<file path="src/rtl/alu_share_arbiter.sv">
// alu_share_arbiter
//   Shares one external 32-bit ALU between NREQ requesters. It arbitrates the
//   requests round-robin, registers the winner's operands, runs the ALU for one
//   cycle and holds the result until the owner acknowledges it.
//   FSM: IDLE (grant/accept) -> EXEC (capture ALU outputs) -> RESP (hold) -> IDLE.
// Ports
//   clk, reset              clock; asynchronous active-high reset
//   req_valid/req_ready     per-requester request handshake (req_ready one-hot)
//   req_srcA/req_srcB       packed 32-bit operands, slice i belongs to requester i
//   req_ctrl                packed 3-bit ALU control codes
//   alu_srcA/alu_srcB/alu_ctrl  registered operands driving the ALU
//   alu_out/alu_zero        ALU result inputs
//   resp_valid/resp_ready   per-requester response handshake (resp_valid one-hot)
//   resp_result/resp_zero/resp_err/resp_id  held response, shared by all requesters
module alu_share_arbiter #(
  parameter int unsigned NREQ = 4,
  parameter int unsigned IDW  = 2
) (
  input  logic                 clk,
  input  logic                 reset,
  input  logic [NREQ-1:0]      req_valid,
  output logic [NREQ-1:0]      req_ready,
  input  logic [NREQ*32-1:0]   req_srcA,
  input  logic [NREQ*32-1:0]   req_srcB,
  input  logic [NREQ*3-1:0]    req_ctrl,
  output logic [31:0]          alu_srcA,
  output logic [31:0]          alu_srcB,
  output logic [2:0]           alu_ctrl,
  input  logic [31:0]          alu_out,
  input  logic                 alu_zero,
  output logic [NREQ-1:0]      resp_valid,
  input  logic [NREQ-1:0]      resp_ready,
  output logic [31:0]          resp_result,
  output logic                 resp_zero,
  output logic                 resp_err,
  output logic [IDW-1:0]       resp_id
);

  typedef enum logic [1:0] {StIdle, StExec, StResp} state_e;

  localparam logic [2:0] CtrlUnused = 3'b011;

  state_e          state_q, state_d;
  logic [IDW-1:0]  rr_ptr_q, rr_ptr_d;
  logic [IDW-1:0]  owner_q, owner_d;
  logic [31:0]     srca_q, srca_d;
  logic [31:0]     srcb_q, srcb_d;
  logic [2:0]      ctrl_q, ctrl_d;
  logic [31:0]     result_q, result_d;
  logic            zero_q, zero_d;
  logic            err_q, err_d;

  logic [IDW-1:0]  grant_hi, grant_lo, grant;
  logic            found_hi;
  logic            any_valid;
  logic            op_err;

  // Round-robin pick: lowest valid index at or above rr_ptr, else wrap to the
  // lowest valid index overall. Scanning downwards leaves the lowest match.
  always_comb begin
    grant_hi = '0;
    grant_lo = '0;
    found_hi = 1'b0;
    for (int i = int'(NREQ) - 1; i >= 0; i--) begin
      if (req_valid[i]) begin
        grant_lo = IDW'(i);
        if (IDW'(i) >= rr_ptr_q) begin
          grant_hi = IDW'(i);
          found_hi = 1'b1;
        end
      end
    end
    grant = found_hi ? grant_hi : grant_lo;
  end

  assign any_valid = |req_valid;
  assign op_err    = (ctrl_q == CtrlUnused);

  always_comb begin
    state_d    = state_q;
    rr_ptr_d   = rr_ptr_q;
    owner_d    = owner_q;
    srca_d     = srca_q;
    srcb_d     = srcb_q;
    ctrl_d     = ctrl_q;
    result_d   = result_q;
    zero_d     = zero_q;
    err_d      = err_q;
    req_ready  = '0;
    resp_valid = '0;
    case (state_q)
      StIdle: begin
        if (any_valid) begin
          req_ready[grant] = 1'b1;
          srca_d  = req_srcA[grant*32 +: 32];
          srcb_d  = req_srcB[grant*32 +: 32];
          ctrl_d  = req_ctrl[grant*3 +: 3];
          owner_d = grant;
          state_d = StExec;
        end
      end
      StExec: begin
        // Unused code: the ALU output is undefined, so report a clean zero.
        result_d = op_err ? 32'd0 : alu_out;
        zero_d   = op_err ? 1'b1 : alu_zero;
        err_d    = op_err;
        state_d  = StResp;
      end
      StResp: begin
        resp_valid[owner_q] = 1'b1;
        if (resp_ready[owner_q]) begin
          state_d  = StIdle;
          rr_ptr_d = (owner_q == IDW'(NREQ - 1)) ? '0 : owner_q + 1'b1;
        end
      end
      default: state_d = StIdle;
    endcase
  end

  always_ff @(posedge clk or posedge reset) begin
    if (reset) begin
      state_q  <= StIdle;
      rr_ptr_q <= '0;
      owner_q  <= '0;
      srca_q   <= '0;
      srcb_q   <= '0;
      ctrl_q   <= '0;
      result_q <= '0;
      zero_q   <= 1'b0;
      err_q    <= 1'b0;
    end else begin
      state_q  <= state_d;
      rr_ptr_q <= rr_ptr_d;
      owner_q  <= owner_d;
      srca_q   <= srca_d;
      srcb_q   <= srcb_d;
      ctrl_q   <= ctrl_d;
      result_q <= result_d;
      zero_q   <= zero_d;
      err_q    <= err_d;
    end
  end

  assign alu_srcA    = srca_q;
  assign alu_srcB    = srcb_q;
  assign alu_ctrl    = ctrl_q;
  assign resp_result = result_q;
  assign resp_zero   = zero_q;
  assign resp_err    = err_q;
  assign resp_id     = owner_q;

endmodule
</file>
<file path="config.mk">
export PLATFORM = sky130hd
export DESIGN_NAME = alu_share_arbiter
export DESIGN_NICKNAME = d
export VERILOG_FILES = /design/src/rtl/alu_share_arbiter.sv
export SDC_FILE = /design/constraint.sdc
export NUM_CORES = 1
export LEC_CHECK = 0
export ABC_AREA = 0
export CELL_PAD_IN_SITES_DETAIL_PLACEMENT = 1
export CELL_PAD_IN_SITES_GLOBAL_PLACEMENT = 2
export CORE_MARGIN = 4
export CORE_UTILIZATION = 21
export CTS_CLUSTER_DIAMETER = 200
export DETAILED_ROUTE_END_ITERATION = 12
export PLACE_DENSITY_LB_ADDON = 0.15
export SLEW_MARGIN = 0
export SYNTH_ARGS = -nofsm -noshare
export SYNTH_HDL_FRONTEND = slang
export SYNTH_SLANG_ARGS = --single-unit
</file>
<file path="constraint.sdc">
create_clock -name clk -period 4.42 [get_ports clk]
set_input_delay 0.884 -clock clk [delete_from_list [all_inputs] [get_ports clk]]
set_output_delay 0.884 -clock clk [all_outputs]
set_load 0.1 [all_outputs]
</file>
==> results.cfg <==
[final_layout]
final_cell_mix = 417 x clkdlybuf4s50_1, 107 x dfrtp_1, 40 x a21oi_1
final_core_util_pct = 37.5
fillCellCount = 3363
finish.net_count = 1294
drive_gt1_share_pct = 12.1
final_common_cell = clkdlybuf4s50_1
syn_to_final_growth_pct = 75.4

[power_and_ir_drop]
power_frac_comb_pct = 73.2
clockPowerShare_pct = 8.9
p_switching_mw = 5.93
p_int_mw = 3.89
ir_drop_uv = 262
p_per_area_nw_per_um2 = 855
p_sw_share_pct = 60.4
leakagePower_nw = 4.54
pwr-share-seq_pct = 17.9

[timing]
fmax_mhz = 253
finalCritPeriodShare_pct = 89.6
hold_ws_ps = 511
hold_violations = 0
slew_viol_final = 0
worst_slew_pin_slew_ps = 1120
setup_violations = 0
clock_skew_ps = 16.6
max_slew_margin_pct = 25.1
tns_ps = 0
rsz0062_at_grt = no
finalCriticalPeriod_ps = 3960

[cts]
htreeDepth = 3
cts_tree = built
clock_path_buffers = 2
path_clk_slew_ps = 90
clock-sinks = 107
cts_resized = 0
clockRootBuffer = clkbuf_16
post-cts-setup-buffers = 0
cts_made_buffers = 9
holdBufCountCts = 0
insertion_delay_ps = 370

[global_routing]
grt_pass1_vias = 7296
grt_start_max_net_pins = 73
antenna_found_initial = 6
grtUsageTotal_pct = 18.6
grt_pass1_wl_mm = 48.2
grt-ovfl-total = 0

[critical_path]
critPathArrivalTime_ps = 3070
cp_max_fo = 38
critPathKind = in2out
end_kind = output port
cp.required_ps = 3540
slowest_delay_ps = 770
crit_slowest_cell = nor2_4
worstPathCellList = clkdlybuf4s50_1 > nand2_1 > nor2_4 > nor3_1 > nor3_2 > buf_12
cp-start-kind = input pin

[route]
dr.pass1.iters = 4
routed_wirelength_mm = 33.1
via_per_inst = 4.90
dr_total_vias = 6780
wl_per_cell_um = 24.0
drc = 0
drt_iter0_markers = 246
postRouteAntennaNets = 0

[logic_synthesis]
ys_ff_latch = 107
syn-num-nets = 920
ys_async_sr_fraction_pct = 100
synth.cell_area_sq_um = 6550
syn_inst = 605
yosysWarningCount = 0
synth_edf_count = 0
synth_flop_cell = dfrtp_1
ys_seq_area_share_pct = 40.9
syn_avg_cell_area_sq_um = 10.8
ys_types = 41

[placement]
portBuffers = 421
dp_hpwl_mm = 24.0
gp_congestion = 0.763

[outcome]
status = complete, no violations

[die]
die_x_um = 185
initial_core_util_pct = 21.4
rows = 64
ioPinCount = 422
die_h_um = 185
fp.coreArea_sq_um = 30700
die_area_sq_um = 34100

[job]
drv_cap = 0

[hold_path]
worstHoldPathType = reg2reg
==> synth_stat cells, types with 2 or more instances <==
cell type | instances | area (sq um)
a211oi_1 | 32 | 240
a211oi_2 | 28 | 350
a21oi_1 | 41 | 205
a221o_1 | 37 | 370
a22o_1 | 32 | 280
and2_1 | 4 | 25.0
and4_1 | 30 | 263
buf_1 | 5 | 18.8
buf_2 | 14 | 70.1
buf_6 | 8 | 90.1
clkbuf_1 | 48 | 180
dfrtp_1 | 107 | 2680
ha_1 | 4 | 50.1
inv_1 | 9 | 33.8
mux2_2 | 6 | 67.6
mux2_4 | 31 | 465
mux2i_1 | 31 | 310
nand2_1 | 4 | 15.0
nand2b_1 | 2 | 12.5
nand4_1 | 37 | 231
nor2_1 | 34 | 128
nor3_1 | 3 | 15.0
o21ai_0 | 3 | 15.0
o31ai_1 | 38 | 285
==> final cells by class <==
class | count | area (sq um) | share of cell area [%]
Timing Repair Buffer | 439 | 4430 | 38.5
Tap cell | 396 | 495 | 4.31
Multi-Input combinational cell | 412 | 3530 | 30.8
Clock buffer | 9 | 225 | 1.96
Sequential cell | 107 | 2680 | 23.3
Clock inverter | 7 | 86.3 | 0.751
Inverter | 10 | 40.0 | 0.348
Antenna cell | 3 | 7.51 | 0.0653
==> through the flow <==
stage / worst slack [ps] / cells / power (mW) / cell area, sq um
after floorplan: 198 / 605 / 7.01 / 6560
after global placement: 411 / 1364 / 9.02 / 11200
after detailed placement: 411 / 1364 / 9.05 / 11200
after CTS: 396 / 1380 / 9.96 / 11500
after global routing: 251 / 1383 / 10.3 / 11500
final: 462 / 1383 / 9.83 / 11500
==> routing by layer <==
layer | global-route usage (%) | part of all wire, %
met1 | 22.7 | 40
met2 | 31.8 | 49
met3 | 6.75 | 9.5
met4 | 3.73 | 1.1
met5 | 0 | 0.14
==> power groups by stage <==
stage	combinational, mW	clock, mW	sequential [mW]
6_report	7.20	0.873	1.76
3_5_place_dp	7.28	0	1.77
2_1_floorplan	2.08	0	4.93
3_3_place_gp	7.25	0	1.77
4_1_cts	7.29	0.908	1.76
5_1_grt	7.51	0.951	1.83
==> kinds of logic (layout without fill, tap and decap cells) <==
| kind of cell | count (synthesis) | count (layout) | synth area share [%] |
|---|---|---|---|
| mux | 70 | 70 | 13.4 |
| simple gates | 121 | 121 | 11.4 |
| buf+inv | 86 | 465 | 6.17 |
| other cells | 0 | 3 | 0 |
| flops | 107 | 107 | 40.9 |
| fa+ha+maj | 4 | 4 | 0.764 |
| compound gates | 217 | 217 | 27.5 |
==> state kept, by name, indices dropped and copies added, names as in the netlist, 2 cells and up <==
register,count
alu_srcA,32
alu_srcB,32
resp_result,32
alu_ctrl,3
resp_id,2
rr_ptr_q,2
state_q,2
==> worst max-delay path, delay by kind of cell <==
kind	cells	cell delay, ps
and+or+nand+nor	4	1420
buffers and inverters	2	760
==> path summary, 6_finish.rpt <==
path,start,end,slack (ps),depth (start not counted)
worst max register to register,rr_ptr_q[1],alu_srcB[9],1900,6
worst min register to register,resp_result[12],resp_result[12],510,1
worst min-delay path,resp_result[12],resp_result[12],510,1
worst max-delay path,req_valid[0],req_ready[0],460,6
min in group asynchronous,reset,resp_result[7],1060,2
max in group asynchronous,reset,resp_result[24],2570,3
(Power assumes the default switching activity.)
